**src/rtl/fetch_unit.sv**
```systemverilog
// Instruction-fetch front end: PC generation, credit-limited requests to a variable-latency
// in-order instruction memory, a first-word-fall-through prefetch FIFO and redirect/flush.
module fetch_unit #(
  parameter int                ADDR_W     = 16,
  parameter int                INSTR_W    = 16,
  parameter int                FIFO_DEPTH = 4,
  parameter logic [ADDR_W-1:0] RESET_PC   = '0,
  parameter int                PC_STEP    = 1
) (
  input  logic               i_clk,
  input  logic               i_rst,
  output logic [ADDR_W-1:0]  o_imem_addr,
  output logic               o_imem_req,
  input  logic               i_imem_ready,
  input  logic               i_imem_valid,
  input  logic [INSTR_W-1:0] i_imem_data,
  output logic               o_valid,
  output logic [INSTR_W-1:0] o_instr,
  output logic [ADDR_W-1:0]  o_instr_pc,
  input  logic               i_ready,
  input  logic               i_redirect,
  input  logic [ADDR_W-1:0]  i_redirect_pc,
  output logic [ADDR_W-1:0]  o_pc
);

  localparam int                PW      = $clog2(FIFO_DEPTH);
  localparam int                CW      = PW + 1;
  localparam logic [ADDR_W-1:0] STEP    = ADDR_W'(PC_STEP);
  localparam logic [CW:0]       DEPTH_W = (CW+1)'(FIFO_DEPTH);

  logic [ADDR_W-1:0]  fetch_pc_reg, fetch_pc_next;
  logic [ADDR_W-1:0]  resp_pc_reg, resp_pc_next;
  logic [CW-1:0]      count_reg, count_next;
  logic [CW-1:0]      outstanding_reg, outstanding_next;
  logic [CW-1:0]      drop_reg, drop_next;
  logic [PW-1:0]      rd_ptr_reg, rd_ptr_next;
  logic [PW-1:0]      wr_ptr_reg, wr_ptr_next;

  logic [INSTR_W-1:0] instr_mem [FIFO_DEPTH];
  logic [ADDR_W-1:0]  pc_mem    [FIFO_DEPTH];

  logic credit_ok;
  logic accept;
  logic push;
  logic pop;
  logic resp_drop;
  logic resp_seen;

  // Every slot either holds data or is reserved by an in-flight request, so the FIFO cannot overflow.
  assign credit_ok  = ({1'b0, count_reg} + {1'b0, outstanding_reg}) < DEPTH_W;
  assign o_imem_req = !i_rst && !i_redirect && credit_ok;
  assign accept     = o_imem_req && i_imem_ready;

  assign resp_drop  = i_imem_valid && (drop_reg != '0);
  assign push       = i_imem_valid && (drop_reg == '0) && (outstanding_reg != '0) && !i_redirect;
  assign resp_seen  = i_imem_valid && ((drop_reg != '0) || (outstanding_reg != '0));

  assign o_valid     = (count_reg != '0);
  assign pop         = o_valid && i_ready;
  assign o_instr     = o_valid ? instr_mem[rd_ptr_reg] : '0;
  assign o_instr_pc  = o_valid ? pc_mem[rd_ptr_reg] : '0;
  assign o_imem_addr = fetch_pc_reg;
  assign o_pc        = fetch_pc_reg;

  always_comb begin
    fetch_pc_next    = fetch_pc_reg;
    resp_pc_next     = resp_pc_reg;
    count_next       = count_reg;
    outstanding_next = outstanding_reg;
    drop_next        = drop_reg;
    rd_ptr_next      = rd_ptr_reg;
    wr_ptr_next      = wr_ptr_reg;

    if (i_redirect) begin
      // Everything still in flight becomes stale; a response landing now is one of them.
      fetch_pc_next    = i_redirect_pc;
      resp_pc_next     = i_redirect_pc;
      count_next       = '0;
      rd_ptr_next      = '0;
      wr_ptr_next      = '0;
      outstanding_next = '0;
      drop_next        = drop_reg + outstanding_reg - CW'(resp_seen);
    end else begin
      if (accept) begin
        fetch_pc_next = fetch_pc_reg + STEP;
      end
      if (resp_drop) begin
        drop_next = drop_reg - 1'b1;
      end
      if (push) begin
        resp_pc_next = resp_pc_reg + STEP;
        wr_ptr_next  = wr_ptr_reg + 1'b1;
      end
      if (pop) begin
        rd_ptr_next = rd_ptr_reg + 1'b1;
      end
      outstanding_next = outstanding_reg + CW'(accept) - CW'(push);
      count_next       = count_reg + CW'(push) - CW'(pop);
    end
  end

  always_ff @(posedge i_clk or posedge i_rst) begin
    if (i_rst) begin
      fetch_pc_reg    <= RESET_PC;
      resp_pc_reg     <= RESET_PC;
      count_reg       <= '0;
      outstanding_reg <= '0;
      drop_reg        <= '0;
      rd_ptr_reg      <= '0;
      wr_ptr_reg      <= '0;
    end else begin
      fetch_pc_reg    <= fetch_pc_next;
      resp_pc_reg     <= resp_pc_next;
      count_reg       <= count_next;
      outstanding_reg <= outstanding_next;
      drop_reg        <= drop_next;
      rd_ptr_reg      <= rd_ptr_next;
      wr_ptr_reg      <= wr_ptr_next;
    end
  end

  // Storage needs no reset: count gates visibility and outputs are masked while empty.
  always_ff @(posedge i_clk) begin
    if (push) begin
      instr_mem[wr_ptr_reg] <= i_imem_data;
      pc_mem[wr_ptr_reg]    <= resp_pc_reg;
    end
  end

endmodule

```
**config.mk**
```make
export PLATFORM = sky130hd
export DESIGN_NAME = fetch_unit
export DESIGN_NICKNAME = d
export VERILOG_FILES = /design/src/rtl/fetch_unit.sv
export SDC_FILE = /design/constraint.sdc
export NUM_CORES = 1
export LEC_CHECK = 0
export CAP_MARGIN = 20
export CORE_AREA = 2 2 189 173
export DETAILED_ROUTE_END_ITERATION = 7
export DIE_AREA = 0 0 191 175
export PLACE_DENSITY_LB_ADDON = 0.15
export SYNTH_ARGS = -nofsm -noshare
export SYNTH_HDL_FRONTEND = slang
export SYNTH_SLANG_ARGS = --single-unit
```
**constraint.sdc**
```tcl
create_clock -name i_clk -period 6.67 [get_ports i_clk]
set_clock_uncertainty 0.15 [all_clocks]
set_input_delay 1.334 -clock i_clk [delete_from_list [all_inputs] [get_ports i_clk]]
set_output_delay 1.334 -clock i_clk [all_outputs]
set_load 0.01 [all_outputs]
```
==> flow_summary.json, run 1 <==
{
  "first_global_vias": 4893,
  "busiest_layer": "met2",
  "vias": 4716,
  "wire_per_inst_um": 17.6,
  "synthCells": 526,
  "cts_inserted_buffers": 17,
  "gp_congestion": 0.775,
  "start_util": 0.247,
  "met3_usage": 0.0253,
  "ant_nets": 0,
  "setup_viol": 0,
  "synth_top_family_by_area": "simple AND/OR/NAND/NOR gates",
  "min_period_over_period": 0.699,
  "synth_compound_area_frac": 0.0540,
  "use_met2": 0.178,
  "cp_data_arrival_time_ps": 3180,
  "grt.met1_usage": 0.159,
  "synth_fa_ha_area_frac": 0.0351,
  "synth_common_cells": "128 x edfxtp_1, 45 x dfrtp_1, 40 x and2_1",
  "netSwitchingPower_mw": 0.978,
  "worst_slew_pin_slew_ps": 912,
  "pwr-share-comb": 0.291,
  "finalHoldViolations": 0,
  "die-height_um": 175,
  "cts_setup_buffers": 0,
  "yosysWarnings": 0,
  "diodes": 0,
  "syn_nets": 584,
  "cts_resized": 0,
  "status": "finished, final reports clean",
  "min_path_cells": 1,
  "async_flop_share": 0.260,
  "drc": 0,
  "cts-root-buf": "clkbuf_16",
  "dieArea_um2": 33400,
  "p_int_mw": 2.27,
  "power_mw": 3.25,
  "core_area_um2": 31400,
  "slew_headroom": 0.387,
  "globalRoute.totalOverflow": 0,
  "cts_tree": "built",
  "io_buffers": 103,
  "fmax_mhz": 215,
  "crit_fanout": 23,
  "seq_area_frac_synth": 0.640,
  "pwr-share-seq": 0.401,
  "p_per_area_nw_per_um2": 333,
  "synthMuxAreaShare": 0.0955,
  "dominantRegCellSynth": "edfxtp_1",
  "drt_first_pass_iters": 6,
  "netlist.area_leader.share": 0.495,
  "cp-end-kind": "output port",
  "p_sw_frac": 0.301,
  "tns_ps": 0,
  "synth-simple-area-share": 0.114,
  "dpl.cell_count": 1012,
  "grtUsageTotal": 0.114,
  "p_clk_frac": 0.309,
  "antenna_found_initial": 0,
  "grt_max_degree": 46,
  "critPathRequiredTime_ps": 5190,
  "dp_hpwl_mm": 11.5,
  "cts.sinks": 173,
  "wl_mm": 18.4,
  "ios": 104,
  "vdd_ir_drop_max_uv": 190,
  "synth_edf_count": 128,
  "p_leak_nw": 3.34,
  "worst_r2r_path_depth": 11,
  "synth.avg_cell_area_um2": 14.8,
  "h-tree-depth": 4,
  "holdBufCountCts": 0,
  "reg.largest.list": "instr_mem (64), pc_mem (64)",
  "ys_ff_latch": 173,
  "synth-xor-area-share": 0.0192,
  "worst_skew_pair.late_latency_ps": 430,
  "cts_buffer_depth": 2,
  "min_path_type": "reg2reg",
  "drtIter0Drc": 249,
  "fin_cells": 1045,
  "die_w_um": 191,
  "grt_pass1_wl_mm": 28.6,
  "yosysMostFrequentCell": "edfxtp_1",
  "rsz0062_at_grt": "no",
  "maxSlewViolCount": 0,
  "ys_types": 51,
  "cap_violations": 0,
  "syn2layout_area_growth_pct": 25.7,
  "startpoint_type": "input port",
  "path_class": "in2out",
  "yosysTopAreaCell": "edfxtp_1",
  "routed_via_density": 4.51,
  "fp-row-count": 62,
  "nets": 674,
  "n_fill_cell": 3136,
  "yosys-top-cells-area": "edfxtp_1 50%, dfrtp_1 15%, mux4_2 9.3%, and2_1 3.2%, ha_1 2.7%",
  "netlist_area_um2": 7760,
  "clk_pin_slew_ps": 80,
  "period_minus_slack_ps": 4660,
  "drive_above_1_share": 0.124
}
kinds of logic after synthesis:
| group | count (synthesis) |
|---|---|
| AO/OA/AOI/OAI | 61 |
| XOR/XNOR | 17 |
| adder cells (fa/ha/maj) | 20 |
| buffers and inverters | 68 |
| flip-flops | 173 |
| multiplexers | 34 |
| AND/OR/NAND/NOR | 153 |
area by class of cell:
cell class,instances,area [um^2],share of cell area
clock inverter,14,165,0.0169
sequential,173,4970,0.510
tap,416,520,0.0534
clock buffer,18,429,0.0440
multi-input combinational,285,2460,0.252
timing repair buffer,113,1110,0.113
inverter,26,100,0.0103
power groups by stage:
| stage | registers [mW] | clock network [mW] | logic [mW] |
|---|---|---|---|
| 2_1_floorplan | 1.28 | 0 | 0.576 |
| 3_3_place_gp | 1.32 | 0 | 0.966 |
| 3_5_place_dp | 1.33 | 0 | 0.969 |
| 4_1_cts | 1.31 | 1.03 | 0.973 |
| 5_1_grt | 1.32 | 1.07 | 1.04 |
| 6_report | 1.30 | 1.00 | 0.945 |
stage by stage:
| stage | hold WS (ps) | utilization | setup slack, ps | cell area [um^2] |
|---|---|---|---|---|
| 2_1_floorplan | 326 | - | 3100 | 7760 |
| 3_3_place_gp | 362 | 0.291 | 1990 | 9150 |
| 3_5_place_dp | 367 | 0.291 | 1990 | 9150 |
| 4_1_cts | 380 | 0.310 | 1990 | 9750 |
| 5_1_grt | 424 | 0.310 | 1880 | 9750 |
| 6_report | 373 | 0.310 | 2010 | 9750 |
worst paths after layout:
check	startpoint	slack [ps]	end
max	i_redirect	2010	o_imem_req
min	drop_reg[2]	370	drop_reg[2]
max reg2reg	outstanding_reg[2]	3430	outstanding_reg[2]
min reg2reg	drop_reg[2]	370	drop_reg[2]
max in group asynchronous	i_rst	4580	rd_ptr_reg[0]
min in group asynchronous	i_rst	1330	o_imem_addr[11]
critical path, cell delays in order:
cell and delay (ps):
clkdlybuf4s50_1 430, inv_1 590, and3_1 280, clkdlybuf4s50_1 550
cells in the final DEF, fill, tap and decap left out, types with 4 or more instances in the layout:
master | synthesis | layout
a21oi_1 | 12 | 12
a31oi_1 | 8 | 8
and2_1 | 40 | 40
and3_1 | 6 | 6
and4_1 | 6 | 6
buf_4 | 17 | 10
clkbuf_16 | 0 | 17
clkdlybuf4s50_1 | 0 | 103
dfrtp_1 | 45 | 44
edfxtp_1 | 128 | 128
ha_1 | 17 | 17
inv_1 | 25 | 24
inv_8 | 0 | 6
mux4_2 | 32 | 32
nand2_1 | 23 | 23
nand3_1 | 18 | 18
nand4_1 | 9 | 9
nor2_1 | 18 | 18
nor3_1 | 7 | 7
o211ai_1 | 9 | 9
o21ai_0 | 7 | 7
o31ai_1 | 6 | 6
or3_1 | 4 | 4
or4_1 | 9 | 9
xnor2_1 | 12 | 12
xor2_1 | 5 | 5
metal layers:
layer / share of wire / routed length [um]
met4: 0.0079 / 146
met3: 0.045 / 826
met5: 0 / 0
met2: 0.45 / 8340
met1: 0.49 / 9060
No activity file was read; power rests on OpenSTA's default activity.
==> inputs of run 2 (changes only) <==
- clock period: 6.67 -> 4.7 ns (I/O delays scaled with it)
==> flow_summary.json, run 2 (synthesized netlist as in run 1, its figures left out) <==
{
  "vdd_ir_drop_max_uv": 255,
  "crit_fanout": 22,
  "wl_mm": 18.5,
  "ios": 104,
  "reg.largest.list": "instr_mem (64), pc_mem (64)",
  "worst_skew_pair.late_latency_ps": 430,
  "cts_resized": 0,
  "final_cell_mix": "128 x edfxtp_1, 103 x clkdlybuf4s50_1, 44 x dfrtp_1",
  "h-tree-depth": 4,
  "slew_headroom": 0.437,
  "cts_inserted_buffers": 17,
  "cts.sinks": 173,
  "p_per_area_nw_per_um2": 468,
  "start_util": 0.247,
  "finalHoldViolations": 0,
  "path_class": "reg2out",
  "cap_violations": 0,
  "cts_buffer_depth": 2,
  "setup_viol": 0,
  "maxSlewViolCount": 0,
  "holdBufCountCts": 0,
  "min_period_over_period": 0.787,
  "die-height_um": 175,
  "whs_ps": 384,
  "drive_above_1_share": 0.128,
  "grtUsageTotal": 0.115,
  "routed_via_density": 4.46,
  "cts-root-buf": "clkbuf_16",
  "tns_ps": 0,
  "clk_pin_slew_ps": 70,
  "drt_first_pass_iters": 4,
  "antenna_found_initial": 0,
  "gp_congestion": 0.769,
  "fmax_mhz": 270,
  "grt_pass1_wl_mm": 28.9,
  "grt_max_degree": 46,
  "period_minus_slack_ps": 3700,
  "dp_hpwl_mm": 11.8,
  "rsz0062_at_grt": "no",
  "nets": 677,
  "startpoint_type": "register",
  "fp-row-count": 62,
  "core_area_um2": 31400,
  "cp_data_arrival_time_ps": 2610,
  "cts_tree": "built",
  "min-delay-start": "drop_reg[2]",
  "reg2reg_from": "outstanding_reg[1]",
  "diodes": 0,
  "worst_slew_pin_slew_ps": 837,
  "ant_nets": 0,
  "drc": 0,
  "final_common_cell": "edfxtp_1",
  "io_buffers": 103,
  "n_fill_cell": 3130,
  "syn2layout_area_growth_pct": 26.1,
  "cp-end-kind": "output port",
  "first_global_vias": 5020,
  "die_w_um": 191,
  "crit_start": "rd_ptr_reg[0]",
  "cts_setup_buffers": 0,
  "p_leak_nw": 3.36,
  "status": "finished, final reports clean",
  "dieArea_um2": 33400,
  "vias": 4672,
  "wire_per_inst_um": 17.6,
  "globalRoute.totalOverflow": 0,
  "drtIter0Drc": 251,
  "min_path_type": "reg2reg",
  "critPathRequiredTime_ps": 3610
}
-- run 2: changes by cell type in the layout (fill, tap and decap cells not counted) --
cell / change
clkinvlp_4: -1
buf_12: +1
clkinv_8: +2
clkbuf_1: -1
buf_4: +2
clkinv_1: +1
bufinv_16: -1
-- run 2: through the flow --
step,setup WS [ps],total power [mW],utilization,instance area (um^2),std cells
6_report,999,4.58,0.311,9780,1048
2_1_floorplan,1620,2.64,-,7760,526
3_5_place_dp,988,3.27,0.292,9190,1015
3_3_place_gp,1020,3.27,0.292,9190,1015
4_1_cts,906,4.68,0.311,9780,1047
5_1_grt,846,4.84,0.311,9780,1048
-- run 2: metal layers --
metal | wire length (um) | global-route usage | up-vias
met1 | 8790 | 0.156 | 2355
met5 | 0 | 0 | -
met2 | 8510 | 0.180 | 140
met4 | 155 | 0.0329 | 0
li1 | - | - | 2168
met3 | 1010 | 0.0321 | 9
-- run 2: layout make-up --
class | count | area (um^2) | share of cell area
Sequential cell | 173 | 4970 | 0.508
Multi-Input combinational cell | 285 | 2460 | 0.252
Timing Repair Buffer | 116 | 1140 | 0.117
Tap cell | 416 | 520 | 0.0532
Clock buffer | 17 | 425 | 0.0435
Clock inverter | 15 | 164 | 0.0168
Inverter | 26 | 100 | 0.0102
-- run 2: worst paths after layout --
kind / endpoint / slack, ps / cells past startpoint
setup / recovery: o_instr_pc[4] / 1000 / 4
hold / removal: drop_reg[2] / 380 / 1
setup reg to reg: drop_reg[2] / 1710 / 10
hold reg to reg: drop_reg[2] / 380 / 1
max in group asynchronous: rd_ptr_reg[0] / 3000 / 3
min in group asynchronous: o_imem_addr[9] / 940 / 3
-- run 2: where the power goes --
group	switching [mW]	internal [mW]	total [mW]
Combinational	0.592	0.759	1.35
Sequential	0.126	1.72	1.84
Clock	0.668	0.716	1.38
Total	1.39	3.20	4.58
-- run 2: critical path: stages (launching register included) --
cell and delay (ps):
dfrtp_2 660, buf_12 290, mux4_2 550, and2_1 200, clkdlybuf4s50_1 480
==> inputs of run 3 (changes only) <==
- clock period: 4.7 -> 3.35 ns (I/O delays scaled with it)
==> flow_summary.json, run 3 (synthesized netlist as in run 1, its figures left out) <==
{
  "die_w_um": 191,
  "crit_buf_inv": 2,
  "crit_chain": "buf_4 -> mux4_2 -> and2_1 -> clkdlybuf4s50_1",
  "grt_pass1_wl_mm": 29.2,
  "grtUsageTotal": 0.116,
  "ant_nets": 0,
  "nets": 682,
  "r2r_slack_ps": 570,
  "syn2layout_area_growth_pct": 27.5,
  "pwr-share-comb": 0.309,
  "ios": 104,
  "cts_buffer_depth": 2,
  "path_class": "reg2out",
  "power_mw": 6.53,
  "p_per_area_nw_per_um2": 660,
  "setup_viol": 0,
  "vdd_ir_drop_max_uv": 352,
  "routed_via_density": 4.49,
  "drive_above_1_share": 0.135,
  "p_int_mw": 4.53,
  "drtIter0Drc": 238,
  "first_global_vias": 5028,
  "cp-end-kind": "output port",
  "drc": 0,
  "wire_per_inst_um": 17.6,
  "final_common_cell": "edfxtp_1",
  "gp_congestion": 0.771,
  "critPathTopFamily": "buffers and inverters",
  "finalHoldViolations": 0,
  "cts_setup_buffers": 0,
  "worst_path_max_delay_cell": "mux4_2",
  "startpoint_type": "register",
  "rsz0062_at_grt": "no",
  "crit_fanout": 13,
  "status": "finished, final reports clean",
  "cts.sinks": 173,
  "cts_inserted_buffers": 17,
  "worst_slew_pin_slew_ps": 879,
  "cts_tree": "built",
  "fp-row-count": 62,
  "start_util": 0.247,
  "grt_max_degree": 46,
  "cts_resized": 0,
  "cp_data_arrival_time_ps": 2340,
  "drt_first_pass_iters": 4,
  "io_buffers": 103,
  "core_area_um2": 31400,
  "min_period_over_period": 0.943,
  "final_cell_mix": "128 x edfxtp_1, 103 x clkdlybuf4s50_1, 44 x dfrtp_1",
  "cts-root-buf": "clkbuf_16",
  "tns_ps": 0,
  "globalRoute.totalOverflow": 0,
  "min_path_type": "reg2reg",
  "diodes": 0,
  "slew_headroom": 0.411,
  "wl_mm": 18.5,
  "fmax_mhz": 316,
  "netSwitchingPower_mw": 2.00,
  "p_sw_frac": 0.306,
  "h-tree-depth": 4,
  "pwr-share-seq": 0.391,
  "cap_violations": 0,
  "critPathRequiredTime_ps": 2530,
  "clk_pin_slew_ps": 70,
  "dp_hpwl_mm": 12.0,
  "period_minus_slack_ps": 3160,
  "holdBufCountCts": 0,
  "p_leak_nw": 3.40,
  "die-height_um": 175,
  "worst_skew_pair.late_latency_ps": 430,
  "p_clk_frac": 0.300,
  "cpPeakStageDelay_ps": 530,
  "dieArea_um2": 33400,
  "n_fill_cell": 3124,
  "vias": 4729,
  "antenna_found_initial": 0,
  "reg.largest.list": "instr_mem (64), pc_mem (64)",
  "maxSlewViolCount": 0
}
-- run 3: cell types whose count changed in the layout (fill, tap and decap cells not counted) --
cell	previous run	this run
buf_12	1	7
buf_4	12	11
clkinv_4	2	0
inv_6	3	5
-- run 3: worst reg2reg max path, delay by kind of cell (launching register included) --
family | cells | cell delay (ps)
and+or+nand+nor | 3 | 330
AOI/OAI and AO/OA | 1 | 200
buffers and inverters | 2 | 180
xor gates and xnor gates | 3 | 400
DFF | 1 | 360
adders and majority gates | 4 | 1090
-- run 3: final timing paths --
path                                from              end  cells past startpoint
hold reg to reg              drop_reg[2]      drop_reg[2]                      1
setup reg to reg             drop_reg[0]      drop_reg[2]                     13
min in group asynchronous          i_rst  o_imem_addr[12]                      3
setup / recovery           rd_ptr_reg[0]    o_instr_pc[6]                      4
hold / removal               drop_reg[2]      drop_reg[2]                      1
max in group asynchronous          i_rst    rd_ptr_reg[0]                      3
-- run 3: power groups by stage --
stage / Sequential, mW / Clock, mW / Combinational [mW]
final: 2.55 / 1.96 / 2.02
after global routing: 2.57 / 2.09 / 2.22
after CTS: 2.55 / 2.02 / 2.08
after detailed placement: 2.60 / 0 / 2.08
after global placement: 2.59 / 0 / 2.06
after floorplan: 2.55 / 0 / 1.15
-- run 3: routing by layer --
metal | share of wire | up-vias | routed length (um) | GRT usage
met5 | 0 | - | 0 | 0
met4 | 0.0098 | 0 | 182 | 0.0300
met3 | 0.045 | 15 | 841 | 0.0257
met2 | 0.45 | 135 | 8290 | 0.178
met1 | 0.50 | 2388 | 9230 | 0.164
li1 | - | 2191 | - | -
-- run 3: final cells by class --
cell class / instances / area [um^2] / area share
clock buffer: 17 / 425 / 0.0430
clock inverter: 15 / 164 / 0.0166
tap: 416 / 520 / 0.0526
timing repair buffer: 121 / 1250 / 0.127
inverter: 26 / 100 / 0.0101
multi-input combinational: 285 / 2460 / 0.249
sequential: 173 / 4970 / 0.502
-- run 3: stage by stage --
stage	cell area, um^2	cells	setup slack, ps	utilization	hold slack [ps]
2_1_floorplan	7760	526	539	-	326
3_3_place_gp	9310	1021	213	0.296	367
3_5_place_dp	9310	1021	161	0.296	374
4_1_cts	9900	1053	116	0.315	390
5_1_grt	9900	1053	73.4	0.315	420
6_report	9900	1053	189	0.315	387
